`src/rtl/player_motion.sv`:
```
// player_motion
//   Per-frame physics and control for the player sprite. On each frame_tick
//   while airborne it moves the player horizontally with screen wrap. It runs
//   the rise/fall state machine with gravity and restarts a jump when the
//   player lands on a platform. It clamps the sprite at a ceiling line and
//   reports the excess rise as scroll. It flags death when the sprite passes
//   the bottom of the screen.
//
// Ports
//   clk, rst          system clock, asynchronous active-high reset
//   frame_tick        one-cycle pulse per video frame
//   start             level, begins or restarts the game from IDLE/DEAD
//   move_left/right   horizontal controls, sampled at frame_tick
//   land              feet-on-platform flag, sampled at frame_tick
//   pos_x, pos_y      sprite top-left position (to the address generator)
//   vel_y             current vertical speed magnitude
//   falling, dead     state flags
//   facing_left       sprite horizontal flip select
//   scroll            world scroll produced by the last frame update
//   upd               one-cycle pulse, the cycle after a frame update
module player_motion #(
  parameter int unsigned SCREEN_W = 640,
  parameter int unsigned SCREEN_H = 480,
  parameter int unsigned PLAYER_H = 60,
  parameter int unsigned START_X  = 300,
  parameter int unsigned START_Y  = 400,
  parameter int unsigned CEIL_Y   = 160,
  parameter int unsigned JUMP_V   = 12,
  parameter int unsigned MAX_FALL = 12,
  parameter int unsigned STEP_X   = 4
) (
  input  logic       clk,
  input  logic       rst,
  input  logic       frame_tick,
  input  logic       start,
  input  logic       move_left,
  input  logic       move_right,
  input  logic       land,
  output logic [9:0] pos_x,
  output logic [9:0] pos_y,
  output logic [3:0] vel_y,
  output logic       falling,
  output logic       dead,
  output logic       facing_left,
  output logic [9:0] scroll,
  output logic       upd
);

  typedef enum logic [1:0] {
    ST_IDLE    = 2'd0,
    ST_RISING  = 2'd1,
    ST_FALLING = 2'd2,
    ST_DEAD    = 2'd3
  } state_t;

  localparam logic [10:0]        SCREEN_W_C = 11'(SCREEN_W);
  localparam logic [10:0]        SCREEN_H_C = 11'(SCREEN_H);
  localparam logic [10:0]        PLAYER_H_C = 11'(PLAYER_H);
  localparam logic [10:0]        STEP_X_C   = 11'(STEP_X);
  localparam logic signed [10:0] CEIL_C     = 11'(CEIL_Y);
  localparam logic [9:0]         START_X_C  = 10'(START_X);
  localparam logic [9:0]         START_Y_C  = 10'(START_Y);
  localparam logic [9:0]         CEIL_Y_C   = 10'(CEIL_Y);
  localparam logic [3:0]         JUMP_V_C   = 4'(JUMP_V);
  localparam logic [3:0]         MAX_FALL_C = 4'(MAX_FALL);

  state_t     state_q, state_d;
  logic [9:0] pos_x_q, pos_x_d;
  logic [9:0] pos_y_q, pos_y_d;
  logic [3:0] vel_y_q, vel_y_d;
  logic [9:0] scroll_q, scroll_d;
  logic       facing_left_q, facing_left_d;
  logic       falling_q, falling_d;
  logic       dead_q, dead_d;
  logic       upd_q, upd_d;

  // 11-bit working copies so that wrap, ceiling and floor tests cannot overflow.
  logic [10:0]        x_ext_s;
  logic [10:0]        y_ext_s;
  logic signed [10:0] rise_y_s;
  logic [3:0]         fall_vel_s;
  logic [10:0]        fall_y_s;

  // Candidate vertical positions for this frame, before the state selects one.
  always_comb begin
    x_ext_s  = {1'b0, pos_x_q};
    y_ext_s  = {1'b0, pos_y_q};
    rise_y_s = $signed(y_ext_s - {7'd0, vel_y_q});
    if (vel_y_q >= MAX_FALL_C) begin
      fall_vel_s = MAX_FALL_C;
    end else begin
      fall_vel_s = vel_y_q + 4'd1;
    end
    fall_y_s = y_ext_s + {7'd0, fall_vel_s};
  end

  // Next-state and next-output logic for the motion state machine.
  always_comb begin
    state_d       = state_q;
    pos_x_d       = pos_x_q;
    pos_y_d       = pos_y_q;
    vel_y_d       = vel_y_q;
    scroll_d      = scroll_q;
    facing_left_d = facing_left_q;
    upd_d         = 1'b0;

    case (state_q)
      ST_IDLE, ST_DEAD: begin
        // start wins over a coincident frame_tick: spawn, no motion this frame.
        if (start) begin
          state_d  = ST_RISING;
          pos_x_d  = START_X_C;
          pos_y_d  = START_Y_C;
          vel_y_d  = JUMP_V_C;
          scroll_d = 10'd0;
        end else begin
          state_d = state_q;
        end
      end

      ST_RISING, ST_FALLING: begin
        if (frame_tick) begin
          upd_d = 1'b1;

          // Horizontal step with wrap; both or neither held means no move.
          if (move_left && !move_right) begin
            facing_left_d = 1'b1;
            if (x_ext_s < STEP_X_C) begin
              pos_x_d = 10'(x_ext_s + SCREEN_W_C - STEP_X_C);
            end else begin
              pos_x_d = 10'(x_ext_s - STEP_X_C);
            end
          end else if (move_right && !move_left) begin
            facing_left_d = 1'b0;
            if ((x_ext_s + STEP_X_C) >= SCREEN_W_C) begin
              pos_x_d = 10'(x_ext_s + STEP_X_C - SCREEN_W_C);
            end else begin
              pos_x_d = 10'(x_ext_s + STEP_X_C);
            end
          end else begin
            pos_x_d = pos_x_q;
          end

          if (state_q == ST_RISING) begin
            // Rise above the ceiling line turns into world scroll.
            if (rise_y_s < CEIL_C) begin
              pos_y_d  = CEIL_Y_C;
              scroll_d = 10'(CEIL_C - rise_y_s);
            end else begin
              pos_y_d  = 10'(rise_y_s);
              scroll_d = 10'd0;
            end
            vel_y_d = vel_y_q - 4'd1;
            if (vel_y_q == 4'd1) begin
              state_d = ST_FALLING;
            end else begin
              state_d = ST_RISING;
            end
          end else begin
            scroll_d = 10'd0;
            if (land) begin
              vel_y_d = JUMP_V_C;
              state_d = ST_RISING;
            end else begin
              vel_y_d = fall_vel_s;
              // Sprite bottom past the screen edge: pin to the floor and die.
              if ((fall_y_s + PLAYER_H_C) > SCREEN_H_C) begin
                pos_y_d = 10'(SCREEN_H_C - PLAYER_H_C);
                state_d = ST_DEAD;
              end else begin
                pos_y_d = 10'(fall_y_s);
                state_d = ST_FALLING;
              end
            end
          end
        end else begin
          state_d = state_q;
        end
      end

      default: begin
        state_d = ST_IDLE;
      end
    endcase

    falling_d = (state_d == ST_FALLING);
    dead_d    = (state_d == ST_DEAD);
  end

  // State and output registers with asynchronous reset to the spawn position.
  always_ff @(posedge clk or posedge rst) begin
    if (rst) begin
      state_q       <= ST_IDLE;
      pos_x_q       <= START_X_C;
      pos_y_q       <= START_Y_C;
      vel_y_q       <= 4'd0;
      scroll_q      <= 10'd0;
      facing_left_q <= 1'b0;
      falling_q     <= 1'b0;
      dead_q        <= 1'b0;
      upd_q         <= 1'b0;
    end else begin
      state_q       <= state_d;
      pos_x_q       <= pos_x_d;
      pos_y_q       <= pos_y_d;
      vel_y_q       <= vel_y_d;
      scroll_q      <= scroll_d;
      facing_left_q <= facing_left_d;
      falling_q     <= falling_d;
      dead_q        <= dead_d;
      upd_q         <= upd_d;
    end
  end

  assign pos_x       = pos_x_q;
  assign pos_y       = pos_y_q;
  assign vel_y       = vel_y_q;
  assign falling     = falling_q;
  assign dead        = dead_q;
  assign facing_left = facing_left_q;
  assign scroll      = scroll_q;
  assign upd         = upd_q;

endmodule

```
`config.mk`:
```
export PLATFORM = sky130hd
export DESIGN_NAME = player_motion
export DESIGN_NICKNAME = d
export VERILOG_FILES = /design/src/rtl/player_motion.sv
export SDC_FILE = /design/constraint.sdc
export NUM_CORES = 1
export LEC_CHECK = 0
export ABC_AREA = 1
export CAP_MARGIN = 5
export CORE_ASPECT_RATIO = 0.75
export CORE_MARGIN = 2
export CORE_UTILIZATION = 45
export CTS_BUF_LIST = sky130_fd_sc_hd__clkbuf_8
export DETAILED_ROUTE_END_ITERATION = 10
export DONT_BUFFER_PORTS = 1
export SLEW_MARGIN = 20
export SYNTH_ARGS = -nofsm -noshare
export SYNTH_HDL_FRONTEND = slang
export SYNTH_SLANG_ARGS = --single-unit
export TNS_END_PERCENT = 1
```
`constraint.sdc`:
```
create_clock -name clk -period 4.6 [get_ports clk]
set_clock_uncertainty 0.05 [all_clocks]
set_input_delay 0.69 -clock clk [delete_from_list [all_inputs] [get_ports clk]]
set_output_delay 0.69 -clock clk [all_outputs]
set_load 0.05 [all_outputs]
```
==> Yosys cells after proc, flatten, opt, wreduce, memory -nomap -nowiden <==
Index checks and enable logic that the tools add are counted.
{ "word_totals": {"reg_bits": 40, "input_bits": 7, "output_inout_bits": 38, "elab_cells": 83} }
{ "op_classes": {"addsub": 11, "magnitude_cmp": 5, "eq_ne": 10, "n_mux": 36, "reduce_logical": 12} }
{ "op_table": {"columns": ["op", "count"], "rows": [
  ["two-way mux 10 bit", 16],
  ["one-hot mux 10 bit (2 select lines)", 3],
  ["two-way mux 4 bit", 5],
  ["subtractor 10 x 3 -> 10 bit, second input constant", 2],
  ["adder 10 x 3 -> 11 bit, second input constant", 1],
  ["adder 10 x 4 -> 11 bit", 1],
  ["adder 11 x 6 -> 11 bit, second input constant", 1],
  ["greater-or-equal comparator 11 x 10 -> 1 bit, second input constant", 1],
  ["> comparator 11 x 9 -> 1 bit, second input constant", 1],
  ["less-than comparator 11 x 9 -> 1 bit, second input constant", 1],
  ["subtractor 10 x 4 -> 11 bit", 1],
  ["adder 10 bit, second input constant", 1],
  ["less-than comparator 10 x 3 -> 1 bit, second input constant", 1],
  ["two-way mux 2 bit", 5],
  ["subtractor 10 bit, second input constant", 1],
  ["subtractor 9 x 10 -> 10 bit, first input constant", 1],
  ["AND reduction 3 bit", 3],
  ["== test 2 bit, second input constant", 4],
  ["one-hot mux 4 bit (2 select lines)", 1],
  ["inequality test 3 bit, second input constant", 2],
  ["two-way mux 1 bit", 5],
  ["adder 4 x 1 -> 4 bit, second input constant", 1],
  ["== test 4 x 1 -> 1 bit, second input constant", 1],
  ["greater-or-equal comparator 4 bit, second input constant", 1],
  ["other kinds (10)", 14]
]} }

==> Logic depth before layout (Yosys ltp) <==
{ "logic_depth": {"depth_word": 11, "mapped_depth": 21} }

==> Least setup slack after synthesis <==
No wires, ideal clock.
{ "synth_timing": {"path_kind": "register to register", "start": "reg vel_y_q[1], in the netlist vel_y[1]", "end": "reg falling_q, in the netlist falling", "setup_ns": 0.130, "arrival_ns": 2.780, "required_ns": 4.420, "setup_slack_ns": 1.641, "path_stages_with_launch": 19, "n_path_buf": 0, "synth_period_minus_slack_ns": 2.959, "cell_sequence": "dfrtp_1 > inv_1 > ha_1 > nand2_1 > fa_1 > inv_1 > nand3_1 > nand2_2 > nand3_1 > nand2_1 > nand2_1 > nor2_2 > nand3_1 > nand2_1 > nand2_2 > nand2_2 > nand3_2 > nand2_2 > nor2_2"} }
{ "synth_via": {"elab_chain_cells": 11, "word_cells_on_any_way": 14, "classes_between": "add/sub (3); order compare (2); eq/ne (2); mux (7)"} }
{ "synth_rtl": {"columns": ["item", "line", "rtl"], "rows": [
  ["start, declared", "70", "logic [3:0] vel_y_q, vel_y_d;"],
  ["start signal, assigned", "206", "vel_y_q <= vel_y_d;"],
  ["adder 4 x 1 -> 4 bit / greater-or-equal comparator 4 bit (equally long branches)", "92, 89", null],
  ["two-way mux 4 bit", "89", "if (vel_y_q >= MAX_FALL_C) begin"],
  ["adder 10 x 4 -> 11 bit", "94", "fall_y_s = y_ext_s + {7'd0, fall_vel_s};"],
  ["adder 11 x 6 -> 11 bit", "167", "if ((fall_y_s + PLAYER_H_C) > SCREEN_H_C) begin"],
  ["> comparator 11 x 9 -> 1 bit", "167", null],
  ["two-way mux 1 bit", "167", null],
  ["two-way mux 2 bit", "161", "if (land) begin"],
  ["two-way mux 2 bit (*)", "144", "if (state_q == ST_RISING) begin"],
  ["two-way mux 2 bit (*)", "122", "if (frame_tick) begin"],
  ["one-hot mux 2 bit (2 select lines) (*)", "107", "case (state_q)"],
  ["named net state_d[0]", "67", "state_t state_q, state_d;"],
  ["== test 2 bit (*)", "186", "falling_d = (state_d == ST_FALLING);"],
  ["named net falling_d", "73", "logic falling_q, falling_d;"],
  ["end signal, assigned", "209", "falling_q <= falling_d;"],
  ["end, declared", "73", null]
]} }
Mark *: on every way through the listed nets, which the timed path passes. The rest lies on a longest branch.
A chain may end at the register's enable or synchronous reset.

==> Worst setup path after layout <==
Same ends and word-level chain as after synthesis.

==> out/metrics.cfg <==
[run_status]
status = finished, final reports clean

[grt]
overflow = 0
grtUsageTotal = 0.221
grt_max_degree = 39
grt_first_pass_wirelength_um = 14100
grt_pass1_vias = 2854
grt_antenna_before_repair = 0

[clocking]
cts.sinks = 38
cts_setup_buffers = 0
clk_latency_ns = 0.29
post_cts_resize_count = 0
cts-root-buf = clkbuf_8
cts-buffers-inserted = 5
h-tree-depth = 2
postCtsHoldBufs = 0
path_clk_slew_ns = 0.08
clock_path_buffers = 2
cts_tree = built

[synthesis]
synth_top_family_by_area = simple AND/OR/NAND/NOR gates
synth.avg_cell_area_um2 = 6.69
synthSimpleGateAreaFrac = 0.366
synth-main-ff-cell = dfrtp_1
ys_ff_latch = 38
yosysSeqAreaShare = 0.290
yosysWarnings = 0
synthCells = 494
synth-compound-area-share = 0.110
synthMuxAreaShare = 0
synth.top_cell.area_share = 0.235
yosysMostFrequentCell = nand2_1
yosys-top-cells-count = nand2_1 (138), inv_1 (70), nand3_1 (45)
synth_fa_ha_area_frac = 0.0802
synth.distinct_cells = 41
synthXorXnorAreaFrac = 0.0446
synth_edf_count = 0
yosysTopAreaCell = dfrtp_1
netlist_area_mm2 = 0.00331
synth.area.top_cells = dfrtp_1 (23%), nand2_1 (16%), inv_1 (7.9%)
synthArstFlopShare = 1.00

[die]
die_area_mm2 = 0.00806
die_y_um = 78.2
pin_count = 45
num_rows = 27
fp.dieW_um = 103
start_util = 0.457
core-area_mm2 = 0.00723

[sta]
relSlewSlack = 0.432
hold_viol_final = 0
setup_tns_ns = 0
report.final.slew_viol_count = 0
period_needed_ns = 3.44
rsz0062_at_grt = no
setup_viol = 0
fin_crit_sh = 0.748
max_freq_mhz = 291
worstMarginPinSlew_ns = 0.849

[critical_path]
r2r_cells = 18
r2r-start = vel_y[1]$_DFFE_PP0P_
r2r-end = falling$_DFF_PP0_
critPathCapture = falling$_DFF_PP0_
worstSetupPathType = reg -> reg
worstPathRequired_ns = 4.72
crit_start = vel_y[1]$_DFFE_PP0P_
crit_arrival_ns = 3.56
crit_fanout = 10
worst_setup_path_end_kind = flip-flop
rrSetupSlack_ns = 1.16
cp-start-kind = flip-flop

[drt]
vias = 3071
drtPass1Iterations = 4
ant_nets = 0
avgRoutedWirePerCell_um = 14.2
drc = 0
drtIter0Drc = 190
viasPerCell = 5.17
wirelength_um = 8450

[cells_and_area]
diodes = 0
fin_util = 0.488
final_layout_size_suffix_gt1_frac = 0.114
syn2layout_area_growth_pct = 6.66
fin_nets = 519

[place]
dp.final_hpwl_um = 6740
port_buffers = 0
place_congestion = 0.894

[hold_path]
min_path_type = in -> async

[flow_run]
cap_violations = 0

[kinds of logic after synthesis]
kind of cell    after synthesis
compound gates               64
xor+xnor                     16
fa+ha+maj                    20
buf+inv                      89
flops                        38
other cells                   1
simple gates                266
[state kept, by name, indices dropped and copies added, names as in the netlist]
name and flops:
facing_left 1, falling 1, upd 1, dead 1
vel_y 4, pos_y 10, scroll 10, pos_x 8
state_q 2
[critical path, cell delays in order, from the launching register on]
cell     delay [ns]
dfrtp_1        0.69
inv_1          0.27
ha_1           0.38
nand2_1        0.10
fa_1           0.45
inv_1          0.09
nand3_1        0.12
nand2_2        0.15
nand3_1        0.10
nand2_1        0.07
nand2_1        0.08
nor2_2         0.13
nand3_1        0.08
nand2_1        0.08
nand2_2        0.14
nand2_2        0.13
nand3_2        0.09
nand2_2        0.10
nor2_2         0.03
[placed cells by master (no fill, tap or decap), types with 2 or more instances in the layout]
cell type,n
o21ai_2,3
nor2_1,32
o22ai_1,2
nand2_2,15
nand3b_1,3
bufinv_16,2
dfrtp_1,31
fa_1,2
xnor2_1,6
nor3_1,6
xor2_1,9
a21oi_1,20
a22oi_1,3
inv_1,70
ha_1,18
o211ai_1,3
nand4_1,12
o21ai_1,2
o31ai_1,2
conb_1,2
nand3_2,6
dfstp_2,7
o21ai_0,26
clkbuf_8,6
nand2_1,138
nand3_1,45
inv_2,6
nor2_2,5
[how the worst min path moves through the flow]
stage | slack [ns] | end | depth (start not counted)
5_1_grt | 0.40 | scroll[5]$_DFFE_PP0P_ | 2
6_report | 0.34 | vel_y[3]$_DFFE_PP0P_ | 2
2_1_floorplan | 0.47 | state_q[0]$_DFF_PP0_ | 2
3_3_place_gp | 0.51 | state_q[0]$_DFF_PP0_ | 2
4_1_cts | 0.36 | pos_y[5]$_DFFE_PP0P_ | 2
3_5_place_dp | 0.51 | state_q[0]$_DFF_PP0_ | 2
[per-stage QoR]
stage          worst slack (ns)  std cells  hold slack (ns)  area [um^2]
2_1_floorplan              1.64        495            0.473         3310
3_3_place_gp               1.25        586            0.507         3380
3_5_place_dp               1.21        586            0.509         3380
4_1_cts                    1.17        594            0.363         3530
5_1_grt                   0.874        594            0.399         3530
6_report                   1.16        594            0.344         3530
[cell type report]
class | instances | area (um^2)
clock buffers | 6 | 82.6
repair buffers | 1 | 7.51
inverters | 78 | 295
flip-flops and latches | 38 | 960
fillers | 761 | 3700
multi-input cells | 368 | 2000
well taps | 101 | 126
clock inverters | 2 | 60.1
[metal layers]
layer / up-vias / GRT usage / routed length, um
met5: - / 0 / 0
met4: 0 / 0.0237 / 0
met2: 82 / 0.317 / 3460
li1: 1576 / - / -
met1: 1413 / 0.344 / 4460
met3: 0 / 0.0534 / 532
Power is left out: the tool's default activity adds up to more than one toggle a clock period on the data nets, which glitch-free logic cannot reach.
